===== src/rtl/bp_cce_pkg.sv =====
// bp_cce_pkg
//   Shared CCE types. bp_cce_spec_s holds the per-way-group speculation
//   metadata. bp_cce_spec_field_e names the bit positions of the
//   tracker's per-field write enable. spec_merge applies such a masked write.
package bp_cce_pkg;

    typedef struct packed {
        logic       spec;
        logic       squash;
        logic       fwd_mod;
        logic [2:0] state;
    } bp_cce_spec_s;

    // Bit positions in w_field_v_i ({state, fwd_mod, squash, spec})
    typedef enum logic [1:0] {
        e_spec_field_spec    = 2'd0,
        e_spec_field_squash  = 2'd1,
        e_spec_field_fwd_mod = 2'd2,
        e_spec_field_state   = 2'd3
    } bp_cce_spec_field_e;

    localparam int unsigned spec_width_lp = $bits(bp_cce_spec_s);

    function automatic bp_cce_spec_s spec_merge(input bp_cce_spec_s old_spec,
                                                input bp_cce_spec_s new_spec,
                                                input logic [3:0]   field_v);
        bp_cce_spec_s merged;
        merged = old_spec;
        if (field_v[e_spec_field_spec])    merged.spec    = new_spec.spec;
        if (field_v[e_spec_field_squash])  merged.squash  = new_spec.squash;
        if (field_v[e_spec_field_fwd_mod]) merged.fwd_mod = new_spec.fwd_mod;
        if (field_v[e_spec_field_state])   merged.state   = new_spec.state;
        return merged;
    endfunction

endpackage


===== src/rtl/bp_cce_wg_hash.sv =====
// bp_cce_wg_hash
//   Maps a line address to a way-group index for this CCE.
//   addr_i is a line address: the low lg(num_cce_p) bits select the owning
//   CCE bank and the next lg(num_way_groups_p) bits index the way group.
//   With a power-of-two bank count the bank hash reduces to this bit split,
//   so it is done inline. The way-group field is bit-reversed to match the
//   directory's way-group numbering. bypass_hash_i takes the low address
//   bits directly as the index (ucode addressing way groups by number).
//   num_cce_p and num_way_groups_p must be powers of two.
// Ports
//   addr_i         in   address
//   bypass_hash_i  in   use addr_i[lg_wg-1:0] as the way group
//   wg_o           out  way-group index
module bp_cce_wg_hash #(
    parameter int num_way_groups_p = 8,
    parameter int num_cce_p        = 1,
    parameter int addr_width_p     = 16
) (
    input  logic [addr_width_p-1:0]             addr_i,
    input  logic                                bypass_hash_i,
    output logic [$clog2(num_way_groups_p)-1:0] wg_o
);

    localparam int lg_wg_lp  = $clog2(num_way_groups_p);
    localparam int lg_cce_lp = (num_cce_p > 1) ? $clog2(num_cce_p) : 0;

    logic [lg_wg_lp-1:0] w_idx;
    logic [lg_wg_lp-1:0] w_rev;
    logic                w_unused;

    assign w_idx = addr_i[lg_cce_lp +: lg_wg_lp];

    always_comb begin
        w_rev = '0;
        for (int i = 0; i < lg_wg_lp; i++) begin
            w_rev[i] = w_idx[lg_wg_lp-1-i];
        end
    end

    assign wg_o = bypass_hash_i ? addr_i[lg_wg_lp-1:0] : w_rev;

    // Upper address bits do not participate in the index.
    assign w_unused = ^addr_i;

endmodule


===== src/rtl/bp_cce_spec_tracker.sv =====
// bp_cce_spec_tracker
//   Per-way-group speculation metadata store with a pending speculative
//   response counter per way group and several asynchronous read ports.
//   A counter stepping 1->0 auto-resolves its entry (clears spec, squash);
//   explicit field writes in the same cycle take precedence.
// Build option
//   BP_CCE_SPEC_FWD_EN : when defined, a valid read returns the next-state
//                        value (write/inc/dec forwarding); otherwise reads
//                        return registered state.
// Ports
//   clk_i, reset_n_i           clock, async active-low reset
//   w_v_i/w_addr_i/...         masked field write (w_field_v_i per field)
//   inc_v_i/inc_addr_i         speculative request issued (counter +1)
//   dec_v_i/dec_addr_i         speculative response returned (counter -1)
//   r_v_i/r_addr_i/...         per-port read request
//   spec_o, pend_o, v_o        per-port read data
//   idle_o                     all counters zero
//   err_o                      sticky overflow/underflow
module bp_cce_spec_tracker
    import bp_cce_pkg::*;
#(
    parameter int num_way_groups_p = 8,
    parameter int num_cce_p        = 2,
    parameter int addr_width_p     = 16,
    parameter int num_rd_ports_p   = 2,
    parameter int pend_width_p     = 3
) (
    input  logic                                      clk_i,
    input  logic                                      reset_n_i,
    input  logic                                      w_v_i,
    input  logic [addr_width_p-1:0]                   w_addr_i,
    input  logic                                      w_addr_bypass_hash_i,
    input  logic [3:0]                                w_field_v_i,
    input  bp_cce_spec_s                              spec_i,
    input  logic                                      inc_v_i,
    input  logic [addr_width_p-1:0]                   inc_addr_i,
    input  logic                                      dec_v_i,
    input  logic [addr_width_p-1:0]                   dec_addr_i,
    input  logic [num_rd_ports_p-1:0]                 r_v_i,
    input  logic [num_rd_ports_p*addr_width_p-1:0]    r_addr_i,
    input  logic [num_rd_ports_p-1:0]                 r_addr_bypass_hash_i,
    output logic [num_rd_ports_p*spec_width_lp-1:0]   spec_o,
    output logic [num_rd_ports_p*pend_width_p-1:0]    pend_o,
    output logic [num_rd_ports_p-1:0]                 v_o,
    output logic                                      idle_o,
    output logic                                      err_o
);

    localparam int                      lg_wg_lp    = $clog2(num_way_groups_p);
    localparam logic [pend_width_p-1:0] pend_max_lp = '1;
    localparam logic [pend_width_p-1:0] pend_one_lp = pend_width_p'(1);

    logic [lg_wg_lp-1:0]          w_w_wg;
    logic [lg_wg_lp-1:0]          w_inc_wg;
    logic [lg_wg_lp-1:0]          w_dec_wg;
    logic [lg_wg_lp-1:0]          w_r_wg [num_rd_ports_p];

    logic [num_way_groups_p-1:0]  w_inc_hit;
    logic [num_way_groups_p-1:0]  w_dec_hit;
    logic [num_way_groups_p-1:0]  w_wr_hit;

    bp_cce_spec_s                 r_spec   [num_way_groups_p];
    logic [pend_width_p-1:0]      r_pend   [num_way_groups_p];
    logic                         r_err;
    bp_cce_spec_s                 w_spec_n [num_way_groups_p];
    logic [pend_width_p-1:0]      w_pend_n [num_way_groups_p];
    logic                         w_err_n;
    logic                         w_idle;
    logic                         w_fwd_en;

    bp_cce_wg_hash #(
        .num_way_groups_p (num_way_groups_p),
        .num_cce_p        (num_cce_p),
        .addr_width_p     (addr_width_p)
    ) u_hash_w (
        .addr_i        (w_addr_i),
        .bypass_hash_i (w_addr_bypass_hash_i),
        .wg_o          (w_w_wg)
    );

    bp_cce_wg_hash #(
        .num_way_groups_p (num_way_groups_p),
        .num_cce_p        (num_cce_p),
        .addr_width_p     (addr_width_p)
    ) u_hash_inc (
        .addr_i        (inc_addr_i),
        .bypass_hash_i (1'b0),
        .wg_o          (w_inc_wg)
    );

    bp_cce_wg_hash #(
        .num_way_groups_p (num_way_groups_p),
        .num_cce_p        (num_cce_p),
        .addr_width_p     (addr_width_p)
    ) u_hash_dec (
        .addr_i        (dec_addr_i),
        .bypass_hash_i (1'b0),
        .wg_o          (w_dec_wg)
    );

    always_comb begin
        w_inc_hit           = '0;
        w_dec_hit           = '0;
        w_wr_hit            = '0;
        w_inc_hit[w_inc_wg] = inc_v_i;
        w_dec_hit[w_dec_wg] = dec_v_i;
        w_wr_hit[w_w_wg]    = w_v_i;
    end

    // Next state for every way group. Inc and dec on one group cancel, so
    // only an unmatched step can overflow, underflow or auto-resolve.
    always_comb begin
        w_err_n = r_err;
        for (int g = 0; g < num_way_groups_p; g++) begin
            w_pend_n[g] = r_pend[g];
            w_spec_n[g] = r_spec[g];
            if (w_inc_hit[g] && !w_dec_hit[g]) begin
                if (r_pend[g] == pend_max_lp) begin
                    w_err_n = 1'b1;
                end else begin
                    w_pend_n[g] = r_pend[g] + pend_one_lp;
                end
            end
            if (w_dec_hit[g] && !w_inc_hit[g]) begin
                if (r_pend[g] == '0) begin
                    w_err_n = 1'b1;
                end else begin
                    w_pend_n[g] = r_pend[g] - pend_one_lp;
                end
                if (r_pend[g] == pend_one_lp) begin
                    w_spec_n[g].spec   = 1'b0;
                    w_spec_n[g].squash = 1'b0;
                end
            end
            if (w_wr_hit[g]) begin
                w_spec_n[g] = spec_merge(w_spec_n[g], spec_i, w_field_v_i);
            end
        end
    end

    always_ff @(posedge clk_i or negedge reset_n_i) begin
        if (!reset_n_i) begin
            for (int g = 0; g < num_way_groups_p; g++) begin
                r_spec[g] <= '0;
                r_pend[g] <= '0;
            end
            r_err <= 1'b0;
        end else begin
            for (int g = 0; g < num_way_groups_p; g++) begin
                r_spec[g] <= w_spec_n[g];
                r_pend[g] <= w_pend_n[g];
            end
            r_err <= w_err_n;
        end
    end

`ifdef BP_CCE_SPEC_FWD_EN
    // Forwarded data is suppressed while reset is held so reads stay zero.
    assign w_fwd_en = reset_n_i;
`else
    assign w_fwd_en = 1'b0;
`endif

    for (genvar p = 0; p < num_rd_ports_p; p++) begin : g_rd
        bp_cce_wg_hash #(
            .num_way_groups_p (num_way_groups_p),
            .num_cce_p        (num_cce_p),
            .addr_width_p     (addr_width_p)
        ) u_hash_r (
            .addr_i        (r_addr_i[p*addr_width_p +: addr_width_p]),
            .bypass_hash_i (r_addr_bypass_hash_i[p]),
            .wg_o          (w_r_wg[p])
        );

        // Next state equals registered state for untouched groups, so a
        // valid read can always select the next-state view when forwarding.
        assign spec_o[p*spec_width_lp +: spec_width_lp] =
            (w_fwd_en && r_v_i[p]) ? w_spec_n[w_r_wg[p]] : r_spec[w_r_wg[p]];
        assign pend_o[p*pend_width_p +: pend_width_p] =
            (w_fwd_en && r_v_i[p]) ? w_pend_n[w_r_wg[p]] : r_pend[w_r_wg[p]];
    end

    always_comb begin
        w_idle = 1'b1;
        for (int g = 0; g < num_way_groups_p; g++) begin
            if (r_pend[g] != '0) w_idle = 1'b0;
        end
    end

    assign v_o    = r_v_i;
    assign idle_o = w_idle;
    assign err_o  = r_err;

endmodule


===== config.mk =====
export PLATFORM = sky130hd
export DESIGN_NAME = bp_cce_spec_tracker
export DESIGN_NICKNAME = d
export VERILOG_FILES = /design/src/rtl/bp_cce_pkg.sv /design/src/rtl/bp_cce_wg_hash.sv /design/src/rtl/bp_cce_spec_tracker.sv
export SDC_FILE = /design/constraint.sdc
export NUM_CORES = 1
export LEC_CHECK = 0
export ABC_AREA = 0
export CORE_UTILIZATION = 45
export DETAILED_ROUTE_END_ITERATION = 12
export DONT_BUFFER_PORTS = 1
export HOLD_SLACK_MARGIN = 0.12
export PLACE_DENSITY_LB_ADDON = 0.25
export SLEW_MARGIN = 20
export SYNTH_ARGS = -nofsm -noshare
export SYNTH_HDL_FRONTEND = slang
export SYNTH_SLANG_ARGS = --single-unit

===== constraint.sdc =====
create_clock -name clk_i -period 2.65 [get_ports clk_i]
set_input_delay 0.3975 -clock clk_i [delete_from_list [all_inputs] [get_ports clk_i]]
set_output_delay 0.3975 -clock clk_i [all_outputs]
set_load 0.05 [all_outputs]

==> flow_summary_export.csv <==
group,metric,value,unit
routing,drt_iter0_drc,412,
placement,dp_hpwl,10.4,mm
placement,place_inst,689,
grt,grt_pass1_wl,22.9,mm
job,cap_viol_max_count,0,
timing,min_period_over_period,91.6,%
finish,area_delta_synth_final,10.7,%
finish,drive_gt1_share,21.0,%
placement,gp_congestion,0.861,
timing,setup_viol,0,
power_and_ir_drop,internal_power,3.26,mW
worst_setup_path,crit_chain,"inv_1, ha_1, nor2b_1, nand4_1, nor2_1, buf_4",
routing,drc,0,
clock_network,path_clk_slew,60,ps
finish,finalNetCount,666,
timing,tns,0,ps
worst_setup_path,crit_arrival,2030,ps
routing,antenna_left,0,
timing,final-hold-violation-count,0,
placement,dp_slack,198,ps
worst_setup_path,critPathTopFamily,"simple AND/OR/NAND/NOR gates",
power_and_ir_drop,p_total,5.63,mW
timing,tightestPinTransition,636,ps
timing,maxSlewHeadroom,57.0,%
power_and_ir_drop,leakagePower,2.61,nW
worst_setup_path,crit_path_max_fanout,6,
synth,synth_nets,659,
power_and_ir_drop,clkPwrFrac,20.1,%
synth,async_reset_ff_share,100,%
routing,routedWlPerCell,20.4,um
synth,ys_types,51,
floorplanning,pin_count,122,
finish,fin_util,51.2,%
routing,first_pass_iters,5,
floorplanning,dieArea,0.0128,mm2
clock_network,cts_root_buffer,"clkbuf_16",
power_and_ir_drop,sw_frac_of_total,42.1,%
run_status,outcome,"complete, no violations",
synth,synth_area,0.00558,mm2
synth,netlist_top_cells_count,"dfrtp_1, nand2_1, mux2_2",
power_and_ir_drop,pwr-share-seq,34.5,%
synth,synth-seq-cells,73,
finish,final_cells,707,
clock_network,clk-insertion-delay-late,340,ps
worst_setup_path,critPathMaxStageDelay,430,ps
clock_network,ctsHtreeMaxLevel,3,
hold_path,min_path_type,"in2reg",
synth,netlist_top_cells_area,"dfrtp_1, mux4_2, mux2_2, ha_1, nand2_1",
floorplanning,fp.dieW,113,um
routing,wl_met1,6.52,mm
worst_setup_path,crit_type,"reg2out",
placement,place_area,0.00587,mm2
worst_setup_path,path_buf_inv,2,
power_and_ir_drop,switching_power,2.37,mW
routing,drt-total-wl,14.4,mm
floorplanning,coreArea,0.0121,mm2
grt,grt_pass1_vias,4254,
floorplanning,num_rows,40,
finish,final_area,0.00618,mm2
routing,met2_length,6.75,mm
clock_network,cts.sink_count,73,
timing,fin_worst_skew,2.47,ps
routing,top_layer_used,"met4",
hold_path,worstHoldStart,"spec_i[0]",
grt,grt_max_degree,74,
worst_setup_path,timing.rr.start,"r_pend[7]",
clock_network,cts_resized,0,
power_and_ir_drop,powerDensity,912,mW/mm2
worst_setup_path,worstSetupStartpointType,"flip-flop",
grt,grt_overflow,0,
routing,via_per_inst,6.24,
finish,num_antenna_cells,0,
synth,syn_avg_cell_area,10.6,um2
timing,final_max_slew_viol_count,0,
routing,met3WireLength,976,um
timing,rsz0062_at_grt,"no",
clock_network,cts_buffers,9,
timing,hold_slack,201,ps
worst_setup_path,endpoint_kind,"output port",
clock_network,cts_setup_buffers,0,
timing,max_freq,412,MHz
synth,synth.top_cell.area_share,32.7,%
worst_setup_path,crit_start,"r_pend[7]",
power_and_ir_drop,ir_drop,0.000360,V
routing,vias,4409,
synth,synth_edf_count,0,
power_and_ir_drop,comb_power_share,45.4,%
synth,seq_area_frac_synth,32.7,%
floorplanning,start_util,46.3,%
synth,synth_ff_type,"dfrtp_1",
worst_setup_path,slowest_stage,"dfrtp_1",
clock_network,cts_tree,"built",
timing,min_period,2430,ps
placement,port_buffers,0,
synth,synth_top_area_cell,"dfrtp_1",
grt,antenna_found_initial,0,
grt,grt_util_all_layers,23.3,%
synth,postSynthCellCount,527,
synth,ys_warn_count,0,
finish,fillers,1033,
floorplanning,die_h,113,um
timing,setup_ws,222,ps
worst_setup_path,required,2250,ps
clock_network,cts_buffer_depth,2,
path summary, 6_finish.rpt:
| check | to | slack [ps] | depth (start not counted) |
|---|---|---|---|
| setup / recovery | idle_o | 220 | 6 |
| hold / removal | r_spec[18] | 200 | 1 |
| setup reg to reg | r_pend[7] | 850 | 7 |
| hold reg to reg | r_spec[20] | 520 | 1 |
| max in group asynchronous | r_spec[22] | 1740 | 2 |
| min in group asynchronous | r_pend[12] | 600 | 2 |
sequential cells by signal, indices dropped and copies added (netlist names):
name / cells
err_o: 1
r_pend: 24
r_spec: 48
power by group through the flow:
stage / clock network, mW / logic (mW) / registers [mW]
finish: 1.13 / 2.56 / 1.94
global route: 1.19 / 2.78 / 2.00
CTS: 1.15 / 2.55 / 1.93
detailed placement: 0 / 2.50 / 1.94
global placement: 0 / 2.42 / 1.91
floorplan: 0 / 2.06 / 1.80
placed cells by master (no fill, tap or decap), types with 3 or more instances in the layout:
master,instances
nand3_1,6
nor2b_1,13
clkinv_2,3
a32oi_1,4
o22ai_1,9
mux4_1,10
a22oi_1,7
nor3_1,5
a21boi_0,8
buf_4,11
a32o_1,8
ha_1,32
nand4_1,6
dfrtp_1,73
nand2_1,73
nor4bb_1,3
clkbuf_16,9
a21o_1,5
xnor2_1,8
nand2b_1,7
o21ai_0,18
nand4b_1,8
buf_12,4
nand4bb_1,5
inv_1,31
nor4b_1,3
mux2i_1,10
clkinvlp_4,3
nor2_1,23
o31ai_1,7
mux4_2,25
mux2_2,46
a21oi_1,23
what timing repair did:
| action | CTS | global route |
|---|---|---|
| hold endpoints to repair | 73 | 0 |
| setup endpoints to repair | 0 | 0 |
| hold buffers | 2 | 0 |
metal layers:
metal / up-vias / track usage [%]
li1: 1996 / -
met1: 2253 / 32.4
met2: 143 / 36.9
met3: 17 / 5.14
met4: 0 / 6.23
met5: - / 0
kinds of logic after synthesis:
group / synth area share, %
buffers and inverters: 4.01
XOR/XNOR: 1.26
flip-flops: 32.7
adder cells (fa/ha/maj): 7.18
AO/OA/AOI/OAI: 12.1
multiplexers: 27.3
AND/OR/NAND/NOR: 15.4
final cells by class:
type | count | area [um2] | area share [%]
inverter | 31 | 116 | 1.88
multi-input combinational | 402 | 3550 | 57.5
clock buffer | 9 | 225 | 3.65
timing repair buffer | 17 | 200 | 3.24
sequential | 73 | 1830 | 29.6
tap | 168 | 210 | 3.40
clock inverter | 7 | 46.3 | 0.749
No activity file was read; power rests on OpenSTA's default activity.
